## config.mk

```make
export PLATFORM = sky130hd
export DESIGN_NAME = i2c_init_sequencer_flat
export DESIGN_NICKNAME = d
export VERILOG_FILES = /design/src/rtl/i2c_pkg.sv /design/src/rtl/i2c_init_sequencer_if.sv /design/src/rtl/i2c_init_sequencer_rom.sv /design/src/rtl/i2c_init_sequencer.sv /design/src/flat_wrapper.sv
export SDC_FILE = /design/constraint.sdc
export NUM_CORES = 1
export LEC_CHECK = 0
export BUFFER_PORTS_ARGS = -buffer_cell sky130_fd_sc_hd__buf_4
export CORE_ASPECT_RATIO = 0.75
export CORE_MARGIN = 3
export CORE_UTILIZATION = 40
export CTS_CLUSTER_DIAMETER = 30
export DETAILED_ROUTE_END_ITERATION = 12
export GPL_TIMING_DRIVEN = 0
export SETUP_SLACK_MARGIN = 0.1
export SLEW_MARGIN = 25
export SYNTH_ARGS = -nofsm -noshare
export SYNTH_HDL_FRONTEND = slang
export SYNTH_HIERARCHICAL = 1
export SYNTH_SLANG_ARGS = --single-unit
```

## constraint.sdc

```tcl
create_clock -name clock -period 6.5 [get_ports clock]
set_input_delay 0.975 -clock clock [delete_from_list [all_inputs] [get_ports clock]]
set_output_delay 0.975 -clock clock [all_outputs]
set_load 0.05 [all_outputs]
```

## src/rtl/i2c_pkg.sv

```systemverilog
// Shared definitions for the MPU9250 init sequencer: FSM states, ROM entry layout,
// device address and register map.
package i2c_pkg;

  typedef enum logic [2:0] {
    ST_IDLE,
    ST_LOAD,
    ST_REQ,
    ST_BUSY,
    ST_GAP,
    ST_DONE,
    ST_ERROR
  } init_state_t;

  // 24-bit ROM entry: {reg[23:16], data[15:8], delay[7:0]}
  localparam int ENTRY_W         = 24;
  localparam int ENTRY_REG_LSB   = 16;
  localparam int ENTRY_DATA_LSB  = 8;
  localparam int ENTRY_DELAY_LSB = 0;

  localparam logic [6:0] MPU9250_ADDR = 7'h68;

  localparam logic [7:0] PWR_MGMT_1   = 8'h6B;
  localparam logic [7:0] CONFIG       = 8'h1A;
  localparam logic [7:0] GYRO_CONFIG  = 8'h1B;
  localparam logic [7:0] ACCEL_CONFIG = 8'h1C;

endpackage

```

## src/rtl/i2c_init_sequencer_if.sv

```systemverilog
// Request/response signals between the init sequencer and the single-register write engine.
interface i2c_init_sequencer_if;
  logic       i2c_start;
  logic [6:0] i2c_device_address;
  logic [7:0] i2c_register_address;
  logic [7:0] i2c_data;
  logic       engine_done;

  modport master (
    output i2c_start, i2c_device_address, i2c_register_address, i2c_data,
    input  engine_done
  );

  modport slave (
    input  i2c_start, i2c_device_address, i2c_register_address, i2c_data,
    output engine_done
  );
endinterface

```

## src/rtl/i2c_init_sequencer_rom.sv

```systemverilog
// Fixed MPU9250 power-up write table, index -> {reg, data, delay}.
module i2c_init_rom
  import i2c_pkg::*;
(
  input  logic [7:0]         index,
  output logic [ENTRY_W-1:0] entry
);
  always_comb begin
    entry = '0;
    case (index)
      8'd0: entry = {PWR_MGMT_1,   8'h80, 8'd100};  // device reset, 100 ms settle
      8'd1: entry = {PWR_MGMT_1,   8'h01, 8'd10};
      8'd2: entry = {CONFIG,       8'h03, 8'd0};
      8'd3: entry = {ACCEL_CONFIG, 8'h08, 8'd0};
      default: entry = '0;
    endcase
  end
endmodule

```

## src/rtl/i2c_init_sequencer.sv

```systemverilog
// Walks the init ROM, issuing one engine write per entry with a post-write gap;
// flags init_done when the table is exhausted or error on an engine handshake timeout.
module i2c_init_sequencer
  import i2c_pkg::*;
#(
  parameter int         NUM_WRITES        = 4,
  parameter logic [6:0] DEVICE_ADDR       = MPU9250_ADDR,
  parameter int         DELAY_UNIT_CYCLES = 25000,
  parameter int         MIN_GAP_CYCLES    = 16,
  parameter int         TIMEOUT_CYCLES    = 4096
) (
  input  logic                clock,
  input  logic                reset,
  input  logic                go,
  i2c_init_sequencer_if.master bus,
  output logic                busy,
  output logic                init_done,
  output logic                error,
  output logic [7:0]          index
);
  localparam int MAX_DLY = 255 * DELAY_UNIT_CYCLES;
  localparam int TMAX    = (MAX_DLY > TIMEOUT_CYCLES) ? MAX_DLY : TIMEOUT_CYCLES;
  localparam int TW      = $clog2(TMAX + 1);

  localparam logic [TW-1:0] TO_LAST  = TW'(TIMEOUT_CYCLES - 1);
  localparam logic [7:0]    IDX_LAST = 8'(NUM_WRITES - 1);

  init_state_t     state, state_n;
  logic [1:0]      done_sync;
  logic            done_s;
  logic [TW-1:0]   timer, timer_n;
  logic [7:0]      reg_q, data_q, delay_q;
  logic [ENTRY_W-1:0] rom_entry;
  logic [31:0]     gap_full;
  logic [TW-1:0]   gap_cycles;

  i2c_init_rom u_rom (.index(index), .entry(rom_entry));

  assign done_s     = done_sync[1];
  assign gap_full   = 32'(delay_q) * 32'(DELAY_UNIT_CYCLES);
  assign gap_cycles = (gap_full < 32'(MIN_GAP_CYCLES)) ? TW'(MIN_GAP_CYCLES) : TW'(gap_full);

  always_ff @(posedge clock) begin
    if (reset) begin
      state     <= ST_IDLE;
      done_sync <= 2'b11;
      timer     <= '0;
      index     <= '0;
      reg_q     <= '0;
      data_q    <= '0;
      delay_q   <= '0;
      init_done <= 1'b0;
      error     <= 1'b0;
    end else begin
      state     <= state_n;
      done_sync <= {done_sync[0], bus.engine_done};
      timer     <= timer_n;
      if (state == ST_IDLE && go) begin
        index     <= '0;
        init_done <= 1'b0;
        error     <= 1'b0;
      end
      if (state == ST_LOAD) begin
        reg_q   <= rom_entry[ENTRY_REG_LSB   +: 8];
        data_q  <= rom_entry[ENTRY_DATA_LSB  +: 8];
        delay_q <= rom_entry[ENTRY_DELAY_LSB +: 8];
      end
      if (state == ST_GAP && state_n == ST_LOAD) index <= index + 8'd1;
      if (state_n == ST_DONE)  init_done <= 1'b1;
      if (state_n == ST_ERROR) error     <= 1'b1;
    end
  end

  // Timeouts fire TIMEOUT_CYCLES after entering REQ/BUSY; GAP lasts exactly gap_cycles.
  always_comb begin
    state_n = state;
    timer_n = timer;
    case (state)
      ST_IDLE: if (go) state_n = ST_LOAD;
      ST_LOAD: begin
        timer_n = '0;
        state_n = ST_REQ;
      end
      ST_REQ: begin
        if (!done_s) begin
          state_n = ST_BUSY;
          timer_n = '0;
        end else if (timer == TO_LAST) state_n = ST_ERROR;
        else timer_n = timer + TW'(1);
      end
      ST_BUSY: begin
        if (done_s) begin
          state_n = ST_GAP;
          timer_n = gap_cycles - TW'(1);
        end else if (timer == TO_LAST) state_n = ST_ERROR;
        else timer_n = timer + TW'(1);
      end
      ST_GAP: begin
        if (timer == '0) state_n = (index == IDX_LAST) ? ST_DONE : ST_LOAD;
        else timer_n = timer - TW'(1);
      end
      ST_DONE:  state_n = ST_IDLE;
      ST_ERROR: state_n = ST_IDLE;
      default:  state_n = ST_IDLE;
    endcase
  end

  assign busy                     = (state == ST_LOAD) || (state == ST_REQ) ||
                                    (state == ST_BUSY) || (state == ST_GAP);
  assign bus.i2c_start            = (state == ST_REQ);
  assign bus.i2c_device_address   = DEVICE_ADDR;
  assign bus.i2c_register_address = reg_q;
  assign bus.i2c_data             = data_q;

endmodule

```

## src/flat_wrapper.sv

```systemverilog
// flat-port wrapper written by rule: the top's interface ports become plain ports
module i2c_init_sequencer_flat import i2c_pkg::*;
#(
  parameter int         NUM_WRITES        = 4,
  parameter logic [6:0] DEVICE_ADDR       = MPU9250_ADDR,
  parameter int         DELAY_UNIT_CYCLES = 25000,
  parameter int         MIN_GAP_CYCLES    = 16,
  parameter int         TIMEOUT_CYCLES    = 4096
)
  (clock, reset, go, busy, init_done, error, index, bus_i2c_start, bus_i2c_device_address, bus_i2c_register_address, bus_i2c_data, bus_engine_done);
  i2c_init_sequencer_if bus_i ();
  input  logic clock;
  input  logic reset;
  input  logic go;
  output logic busy;
  output logic init_done;
  output logic error;
  output logic [7:0] index;
  output wire logic [$bits(bus_i.i2c_start)-1:0] bus_i2c_start;
  output wire logic [$bits(bus_i.i2c_device_address)-1:0] bus_i2c_device_address;
  output wire logic [$bits(bus_i.i2c_register_address)-1:0] bus_i2c_register_address;
  output wire logic [$bits(bus_i.i2c_data)-1:0] bus_i2c_data;
  input wire logic [$bits(bus_i.engine_done)-1:0] bus_engine_done;
  assign bus_i2c_start = bus_i.i2c_start;
  assign bus_i2c_device_address = bus_i.i2c_device_address;
  assign bus_i2c_register_address = bus_i.i2c_register_address;
  assign bus_i2c_data = bus_i.i2c_data;
  assign bus_i.engine_done = bus_engine_done;
  i2c_init_sequencer #(.NUM_WRITES(NUM_WRITES), .DEVICE_ADDR(DEVICE_ADDR), .DELAY_UNIT_CYCLES(DELAY_UNIT_CYCLES), .MIN_GAP_CYCLES(MIN_GAP_CYCLES), .TIMEOUT_CYCLES(TIMEOUT_CYCLES)) u_core (.clock(clock), .reset(reset), .go(go), .bus(bus_i), .busy(busy), .init_done(init_done), .error(error), .index(index));
endmodule
```

==> impl_metrics.env, run 1 <==
export IMPL_h_tree_depth=3
export IMPL_cts_tree="done"
export IMPL_cts_num_sinks=62
export IMPL_finalNetCount=930
export IMPL_clk_pin_slew_ns=0.06
export IMPL_initial_core_util_pct=41.97
export IMPL_drive_gt1_share_pct=21.84
export IMPL_antenna_found_initial=0
export IMPL_netSwitchingPower_mw=0.5286
export IMPL_core_sq_mm=0.01412
export IMPL_final_common_cell="nand2_1"
export IMPL_grt_pass1_vias=5597
export IMPL_synth_ff_type="dfxtp_1"
export IMPL_finalWirelength_um=18750
export IMPL_syn_instance_count=773
export IMPL_setup_violations_final=0
export IMPL_area_growth_pct=23.61
export IMPL_cp_end_kind="flip-flop"
export IMPL_synth_edf_count=0
export IMPL_clkLatencyLatePin_ns=0.34
export IMPL_grt_use_total_pct=21.94
export IMPL_grt_pass1_wl_um=29340
export IMPL_die_x_um=146.5
export IMPL_synth_seq_cells=62
export IMPL_critical_path_arrival_ns=6.60
export IMPL_die_area_sq_mm=0.01633
export IMPL_max_freq_ghz=0.1569
export IMPL_cts_hold_buf=0
export IMPL_port_buffers=31
export IMPL_seq_power_share_pct=27.5
export IMPL_hold_viol_final=0
export IMPL_min_path_type="reg -> reg"
export IMPL_grt_max_degree=13
export IMPL_drtIter0Drc=622
export IMPL_required_ns=6.73
export IMPL_p_clk_share_pct=36.1
export IMPL_grt_busiest_layer="met1"
export IMPL_synthDistinctLibCells=82
export IMPL_syn_area_per_cell_sq_um=7.666
export IMPL_cts_buffers=9
export IMPL_final_cell_mix="nand2_1 (107), buf_4 (83), a21oi_1 (57)"
export IMPL_layout_min_cycle_time_ns=6.373
export IMPL_dp_slack_ns=-0.6361
export IMPL_groute_layer_met3_usage_pct=5.004
export IMPL_path_class="reg -> reg"
export IMPL_fin_ws_ns=0.1267
export IMPL_rows=37
export IMPL_status="complete, no violations"
export IMPL_met1_usage_pct=32.59
export IMPL_slew_headroom_pct=40.00
export IMPL_n_antenna_cell=0
export IMPL_worst_ir_drop_vdd_v=0.0001380
export IMPL_slew_violations=0
export IMPL_timing_final_crit_share_pct=98.05
export IMPL_cp_max_fo=6
export IMPL_setup_tns_ns=0
export IMPL_worst_setup_path_start_kind="flip-flop"
export IMPL_cellPowerDensity_mw_per_mm2=200.4
export IMPL_gp_congestion=0.9103
export IMPL_avgViaCountPerCell=5.797
export IMPL_intPower_mw=0.9393
export IMPL_ys_seq_area_share_pct=20.95
export IMPL_max_cap_violations=0
export IMPL_ctsLongestPathBuffers=2
export IMPL_p_leak_nw=3.159
export IMPL_rsz0062_at_grt="true"
export IMPL_drc_errors=0
export IMPL_yosys_warnings=6
export IMPL_io_pins=39
export IMPL_combPwrFrac_pct=36.4
export IMPL_ant_nets=0
export IMPL_root_buffer="clkbuf_16"
export IMPL_firstDrtPassIters=8
export IMPL_tightest_slew_ns=0.8931
export IMPL_die_h_um=111.4
export IMPL_synthArstFlopShare_pct=0
export IMPL_swShare_pct=36.01
export IMPL_wl_per_cell_um=17.76
export IMPL_netlist_area_sq_mm=0.005926
export IMPL_use_met2_pct=32.31
export IMPL_dp_hpwl_um=13620
export IMPL_vias=6122
export IMPL_grt_overflow=0
export IMPL_clock_skew_ns=0.006318
## per-stage QoR
step / instance area, sq um / hold WS [ns] / util [%] / cells / power [mW]
after global routing: 7325 / 0.4433 / 51.87 / 1056 / 1.541
after floorplan: 5971 / 0.3895 / - / 785 / 0.7173
after global placement: 6447 / 0.3931 / 45.66 / 1011 / 0.8196
after CTS: 6912 / 0.4167 / 48.95 / 1029 / 1.382
final: 7325 / 0.4105 / 51.87 / 1056 / 1.468
after detailed placement: 6447 / 0.3997 / 45.66 / 1011 / 0.8257
## worst max-delay path: stages (launching register included)
cell and delay [ns]:
dfxtp_4 0.36, ha_4 0.25, ha_4 0.26, inv_2 0.03, fa_1 0.49, inv_2 0.04, fa_1 0.58, ha_4 0.25
o211a_4 0.28, a21oi_4 0.21, xnor2_4 0.12, or3_4 0.40, or4_4 0.57, or4b_4 0.54, buf_6 0.14, or3_4 0.42
nand2_4 0.08, ha_4 0.12, nor2b_4 0.23, nand2_4 0.14, nor3_4 0.27, xnor2_2 0.16, o221ai_2 0.12, a22o_1 0.20
## synthesized netlist by cell type (13+ instances only)
library cell    n  area share [%]
nor2_1         54             3.4
o21ai_0        45             3.8
nor3_1         25             2.1
xnor2_1        18             2.7
xor2_1         15             2.2
inv_1          21             1.3
clkbuf_1       36             2.3
and3_1         16             1.7
ha_1           58              12
or2_2          13             1.4
nand2_1       109             6.9
a21oi_1        60             5.1
dfxtp_1        62              21
buf_4          23             2.9
## cells by family after synthesis
kind of cell             synth area share [%]
AND/OR/NAND/NOR                         26.84
AO/OA/AOI/OAI                           22.32
buffers and inverters                   7.390
adder cells (fa/ha/maj)                 16.47
flip-flops                              20.95
XOR/XNOR                                5.152
multiplexers                           0.6968
other                                  0.1900
## final timing paths
kind                    endpoint  depth (start not counted)           startpoint  slack, ns
max             u_core/timer[19]                         23    u_core/delay_q[2]       0.13
min          u_core/done_sync[1]                          1  u_core/done_sync[0]       0.41
max reg2reg     u_core/timer[19]                         23    u_core/delay_q[2]       0.13
min reg2reg  u_core/done_sync[1]                          1  u_core/done_sync[0]       0.41
## routing by layer
metal / share of wire (%) / up-vias
met5: 0 / -
met4: 1.4 / 0
met3: 7.7 / 24
met2: 43 / 240
met1: 48 / 2916
li1: - / 2942
## state kept, by name, indices dropped and copies added (netlist names)
| name | cells |
|---|---|
| u_core/timer | 23 |
| u_core/bus.i2c_data | 8 |
| u_core/bus.i2c_register_address | 8 |
| u_core/delay_q | 8 |
| u_core/index | 8 |
| u_core/state | 3 |
| u_core/done_sync | 2 |
| u_core/error | 1 |
| u_core/init_done | 1 |
## what timing repair did
item | CTS | global route
pin swaps | 8 | 25
gates resized for setup | 30 | 42
buffers inserted | 2 | 27
gates cloned | 0 | 0
endpoints found under the setup margin | 9 | 9
## power by group through the flow
| stage | logic (mW) | clock network [mW] | registers [mW] |
|---|---|---|---|
| 6_report | 0.534 | 0.530 | 0.404 |
| 5_1_grt | 0.577 | 0.558 | 0.405 |
| 4_1_cts | 0.437 | 0.540 | 0.404 |
| 3_5_place_dp | 0.413 | 0 | 0.412 |
| 3_3_place_gp | 0.408 | 0 | 0.412 |
| 2_1_floorplan | 0.291 | 0 | 0.427 |
## area by class of cell
class / instances / area, sq um
inverter: 21 / 78.83
timing repair buffer: 60 / 450.4
fill: 1369 / 6795
multi-input combinational: 637 / 4599
tap: 195 / 244.0
buffer: 65 / 365.4
clock buffer: 9 / 225.2
clock inverter: 7 / 97.59
sequential: 62 / 1264
No activity file was read; power rests on OpenSTA's default activity.
==> run 2: changes to the inputs <==
--- a/config.mk
+++ b/config.mk
@@ -13,6 +13,7 @@
 export DETAILED_ROUTE_END_ITERATION = 12
 export GPL_TIMING_DRIVEN = 0
 export SETUP_SLACK_MARGIN = 0.1
+export SKIP_CTS_REPAIR_TIMING = 1
 export SLEW_MARGIN = 25
 export SYNTH_ARGS = -nofsm -noshare
 export SYNTH_HDL_FRONTEND = slang
==> constraint.sdc (replaced) <==
create_clock -name clock -period 8.2 [get_ports clock]
set_input_delay 1.23 -clock clock [delete_from_list [all_inputs] [get_ports clock]]
set_output_delay 1.23 -clock clock [all_outputs]
set_load 0.05 [all_outputs]
==> impl_metrics.env, run 2 (synthesized netlist as in run 1, its figures left out) <==
export IMPL_status="complete, no violations"
export IMPL_grt_pass1_vias=5527
export IMPL_antenna_found_initial=0
export IMPL_wl_per_cell_um=17.29
export IMPL_cellPowerDensity_mw_per_mm2=158.7
export IMPL_clk_pin_slew_ns=0.06
export IMPL_crit_chain="ha_1 > ha_1 > inv_1 > fa_1 > inv_1 > fa_1 > ha_1 > a211oi_1 > o21ai_1 > xor2_1 > or3_1 > or4_4 > or4b_1 > buf_2 > or3_4 > nand2_1 > ha_1 > nor2b_1 > nand2_1 > nor3_1 > xnor2_1 > o221ai_1 > a22o_1"
export IMPL_combPwrFrac_pct=31.0
export IMPL_grt_pass1_wl_um=28970
export IMPL_r2r_slack_ns=1.02
export IMPL_intPower_mw=0.6922
export IMPL_io_pins=39
export IMPL_dp_slack_ns=1.064
export IMPL_rows=37
export IMPL_min_path_cells=1
export IMPL_finalNetCount=901
export IMPL_slew_headroom_pct=36.32
export IMPL_min_delay_start="u_core/done_sync[0]"
export IMPL_crit_top_cell="ha_1"
export IMPL_rr_endpoint="u_core/timer[19]"
export IMPL_fin_ws_ns=1.021
export IMPL_initial_core_util_pct=41.97
export IMPL_min_path_type="reg -> reg"
export IMPL_finalWirelength_um=17760
export IMPL_place_area_sq_mm=0.006447
export IMPL_timing_final_crit_share_pct=87.55
export IMPL_hold_viol_final=0
export IMPL_stdcell_count=1027
export IMPL_setup_tns_ns=0
export IMPL_final_cell_mix="nand2_1 (109), dfxtp_1 (62), a21oi_1 (60)"
export IMPL_setup_violations_final=0
export IMPL_top_register="u_core/timer"
export IMPL_netSwitchingPower_mw=0.3823
export IMPL_cts_num_sinks=62
export IMPL_reg2reg_from="u_core/delay_q[2]"
export IMPL_worst_ir_drop_vdd_v=0.0001042
export IMPL_clock_skew_ns=0.006222
export IMPL_final_area_sq_mm=0.006770
export IMPL_critical_path_arrival_ns=7.41
export IMPL_drtIter0Drc=621
export IMPL_holdWs_ns=0.4125
export IMPL_seq_power_share_pct=29.8
export IMPL_cts_buffers=9
export IMPL_dp_hpwl_um=13620
export IMPL_grt_overflow=0
export IMPL_n_antenna_cell=0
export IMPL_root_buffer="clkbuf_16"
export IMPL_ctsLongestPathBuffers=2
export IMPL_reg2regPathDepth=23
export IMPL_avgViaCountPerCell=5.780
export IMPL_p_leak_nw=2.974
export IMPL_critical_path_buf_inv_count=3
export IMPL_port_buffers=31
export IMPL_final_common_cell="nand2_1"
export IMPL_drive_gt1_share_pct=13.22
export IMPL_cpLargestDelayFamily="simple AND/OR/NAND/NOR gates"
export IMPL_cp_end_kind="flip-flop"
export IMPL_ant_nets=0
export IMPL_swShare_pct=35.58
export IMPL_firstDrtPassIters=6
export IMPL_critPathMaxStageDelay_ns=0.54
export IMPL_cp_slowest_cell="or4b_1"
export IMPL_die_area_sq_mm=0.01633
export IMPL_cts_tree="done"
export IMPL_area_growth_pct=14.25
export IMPL_drc_errors=0
export IMPL_max_cap_violations=0
export IMPL_h_tree_depth=3
export IMPL_clkLatencyLatePin_ns=0.34
export IMPL_gp_congestion=0.9103
export IMPL_path_class="reg -> reg"
export IMPL_rsz0062_at_grt="false"
export IMPL_die_h_um=111.4
export IMPL_layout_min_cycle_time_ns=7.179
export IMPL_worst_setup_path_start_kind="flip-flop"
export IMPL_slew_violations=0
export IMPL_tightest_slew_ns=0.9479
export IMPL_seqCellArea_sq_mm=0.001241
export IMPL_grt_max_degree=13
export IMPL_max_freq_ghz=0.1393
export IMPL_grt_use_total_pct=21.66
export IMPL_multi_input_area_sq_mm=0.004292
export IMPL_fillers=1438
export IMPL_vias=5936
export IMPL_whs_endpoint="u_core/done_sync[1]"
export IMPL_core_sq_mm=0.01412
export IMPL_largest_reg_flops=23
export IMPL_placedCellCount=1011
export IMPL_cp_max_fo=8
export IMPL_die_x_um=146.5
export IMPL_required_ns=8.43
export IMPL_p_clk_share_pct=39.2
-- run 2: per-stage QoR --
step                total power [mW]  util (%)
global route                   1.133     47.95
finish                         1.075     47.95
global placement              0.6497     45.66
CTS                            1.078     47.95
floorplan                     0.5686         -
detailed placement            0.6545     45.66
-- run 2: final cells by class --
cell class	instances	area share [%]
Clock inverter	7	1.442
Sequential cell	62	18.33
Buffer	65	5.304
Inverter	21	1.164
Clock buffer	9	3.327
Multi-Input combinational cell	637	63.39
Tap cell	195	3.604
Timing Repair Buffer	31	3.437
-- run 2: how the worst max path moves through the flow --
| stage | start | to | slack, ns | cells after the start |
|---|---|---|---|---|
| 2_1_floorplan | u_core/delay_q[2] | u_core/timer[19] | 1.96 | 23 |
| 3_3_place_gp | u_core/delay_q[2] | u_core/timer[19] | 1.24 | 23 |
| 3_5_place_dp | u_core/delay_q[2] | u_core/timer[19] | 1.06 | 23 |
| 4_1_cts | u_core/delay_q[2] | u_core/timer[19] | 1.05 | 23 |
| 5_1_grt | u_core/delay_q[2] | u_core/timer[15] | 0.57 | 23 |
| 6_report | u_core/delay_q[2] | u_core/timer[19] | 1.02 | 23 |
-- run 2: power groups by stage --
| stage | clock network [mW] | registers [mW] | logic, mW |
|---|---|---|---|
| final | 0.421 | 0.321 | 0.333 |
| after global routing | 0.443 | 0.322 | 0.368 |
| after CTS | 0.428 | 0.320 | 0.329 |
| after detailed placement | 0 | 0.327 | 0.328 |
| after global placement | 0 | 0.327 | 0.323 |
| after floorplan | 0 | 0.338 | 0.230 |
-- run 2: layer usage --
layer,share of wire (%),vias up,GRT usage (%)
li1,-,2876,-
met1,49,2799,32.33
met2,42,250,31.60
met3,8.5,11,5.004
met4,0.83,0,5.075
met5,0,-,0
==> run 3: changes to the inputs <==
==> constraint.sdc (replaced) <==
create_clock -name clock -period 7.7 [get_ports clock]
set_input_delay 1.155 -clock clock [delete_from_list [all_inputs] [get_ports clock]]
set_output_delay 1.155 -clock clock [all_outputs]
set_load 0.05 [all_outputs]
==> impl_metrics.env, run 3 (synthesized netlist as in run 1, its figures left out) <==
export IMPL_root_buffer="clkbuf_16"
export IMPL_slew_headroom_pct=38.88
export IMPL_grt_busiest_layer="met1"
export IMPL_core_sq_mm=0.01412
export IMPL_min_path_cells=1
export IMPL_met1_usage_pct=32.33
export IMPL_rr_endpoint="u_core/timer[19]"
export IMPL_gp_congestion=0.9103
export IMPL_critical_path_buf_inv_count=3
export IMPL_critical_path_arrival_ns=7.29
export IMPL_grt_overflow=0
export IMPL_p_leak_nw=2.977
export IMPL_h_tree_depth=3
export IMPL_initial_core_util_pct=41.97
export IMPL_cp_slowest_cell="or4b_1"
export IMPL_finalWirelength_um=17790
export IMPL_grt_pass1_vias=5527
export IMPL_die_area_sq_mm=0.01633
export IMPL_cp_end_kind="flip-flop"
export IMPL_ctsLongestPathBuffers=2
export IMPL_drtIter0Drc=605
export IMPL_worst_ir_drop_vdd_v=0.0001115
export IMPL_clk_pin_slew_ns=0.06
export IMPL_final_common_cell="nand2_1"
export IMPL_startpoint="u_core/delay_q[2]"
export IMPL_tightest_slew_ns=0.9099
export IMPL_crit_top_cell="ha_1"
export IMPL_setup_violations_final=0
export IMPL_area_growth_pct=14.29
export IMPL_intPower_mw=0.7375
export IMPL_worstSetupPathDepth=23
export IMPL_cts_num_sinks=62
export IMPL_timing_final_crit_share_pct=91.70
export IMPL_max_freq_ghz=0.1416
export IMPL_n_antenna_cell=0
export IMPL_wl_per_cell_um=17.33
export IMPL_top_register="u_core/timer"
export IMPL_final_cell_mix="nand2_1 (109), dfxtp_1 (62), a21oi_1 (60)"
export IMPL_critPathMaxStageDelay_ns=0.54
export IMPL_io_pins=39
export IMPL_reg2regPathDepth=23
export IMPL_p_clk_share_pct=39.1
export IMPL_combPwrFrac_pct=31.1
export IMPL_endpoint="u_core/timer[19]"
export IMPL_min_path_type="reg -> reg"
export IMPL_place_area_sq_mm=0.006447
export IMPL_antenna_found_initial=0
export IMPL_dp_hpwl_um=13620
export IMPL_die_x_um=146.5
export IMPL_port_buffers=31
export IMPL_avgViaCountPerCell=5.790
export IMPL_grt_max_degree=13
export IMPL_r2r_slack_ns=0.64
export IMPL_multi_input_area_sq_mm=0.004294
export IMPL_setup_tns_ns=0
export IMPL_cp_max_fo=8
export IMPL_swShare_pct=35.52
export IMPL_firstDrtPassIters=5
export IMPL_cellPowerDensity_mw_per_mm2=168.9
export IMPL_seqCellArea_sq_mm=0.001241
export IMPL_grt_use_total_pct=21.66
export IMPL_drive_gt1_share_pct=13.34
export IMPL_fillers=1439
export IMPL_largest_reg_flops=23
export IMPL_finalNetCount=901
export IMPL_ant_nets=0
export IMPL_groute_layer_met3_usage_pct=5.004
export IMPL_max_cap_violations=0
export IMPL_path_class="reg -> reg"
export IMPL_slew_violations=0
export IMPL_worst_setup_path_start_kind="flip-flop"
export IMPL_netSwitchingPower_mw=0.4063
export IMPL_use_met2_pct=31.60
export IMPL_cpLargestDelayFamily="simple AND/OR/NAND/NOR gates"
export IMPL_drc_errors=0
export IMPL_status="complete, no violations"
export IMPL_rsz0062_at_grt="false"
export IMPL_rows=37
export IMPL_required_ns=7.93
export IMPL_final_area_sq_mm=0.006773
export IMPL_die_h_um=111.4
export IMPL_seq_power_share_pct=29.9
export IMPL_layout_min_cycle_time_ns=7.061
export IMPL_grt_pass1_wl_um=28970
export IMPL_hold_viol_final=0
export IMPL_clock_skew_ns=0.006365
export IMPL_clkLatencyLatePin_ns=0.34
export IMPL_reg2reg_from="u_core/delay_q[2]"
export IMPL_cts_buffers=9
export IMPL_vias=5946
export IMPL_crit_chain="ha_1 > ha_1 > inv_1 > fa_1 > inv_1 > fa_1 > ha_1 > a211oi_1 > o21ai_1 > xor2_1 > or3_1 > or4_4 > or4b_1 > buf_2 > or3_4 > nand2_1 > ha_1 > nor2b_2 > nand2_1 > nor3_1 > xnor2_1 > o221ai_1 > a22o_1"
export IMPL_cts_tree="done"
run 3: cell types whose count changed in the layout (fill, tap and decap cells not counted):
cell and change:
nor2b_2 +1, nor2b_1 -1
run 3: per-layer routing:
metal / wire (um) / up-vias / part of all wire (%)
met5: 0 / - / 0
met4: 214 / 0 / 1.2
met3: 1447 / 16 / 8.1
met2: 7397 / 266 / 42
met1: 8733 / 2791 / 49
li1: - / 2873 / -
run 3: power groups by stage:
stage	logic, mW	clock network, mW	registers, mW
2_1_floorplan	0.245	0	0.360
3_3_place_gp	0.344	0	0.348
3_5_place_dp	0.349	0	0.348
4_1_cts	0.351	0.456	0.341
5_1_grt	0.393	0.472	0.342
6_report	0.355	0.447	0.341
run 3: final cells by class:
cell class                 instances  share of cell area [%]
sequential                        62                   18.33
buffer                            65                   5.302
clock inverter                     7                   1.441
inverter                          21                   1.164
tap                              195                   3.602
multi-input combinational        637                   63.40
clock buffer                       9                   3.325
timing repair buffer              31                   3.436
run 3: how the worst min path moves through the flow:
stage                                endpoint           startpoint
after floorplan           u_core/done_sync[1]  u_core/done_sync[0]
after global placement    u_core/done_sync[1]  u_core/done_sync[0]
after detailed placement  u_core/done_sync[1]  u_core/done_sync[0]
after CTS                 u_core/done_sync[1]  u_core/done_sync[0]
after global routing      u_core/done_sync[1]  u_core/done_sync[0]
final                     u_core/done_sync[1]  u_core/done_sync[0]
run 3: stage by stage:
step           hold WS, ns  utilization (%)  std cells  total power [mW]  setup WS, ns
5_1_grt             0.4431            47.97       1027             1.207        0.2616
6_report            0.4105            47.97       1027             1.144        0.6392
3_3_place_gp        0.3931            45.66       1011            0.6919        0.7353
4_1_cts             0.4168            47.95       1027             1.148        0.5536
3_5_place_dp        0.3997            45.66       1011            0.6970        0.5639
2_1_floorplan       0.3895                -        785            0.6055         1.457
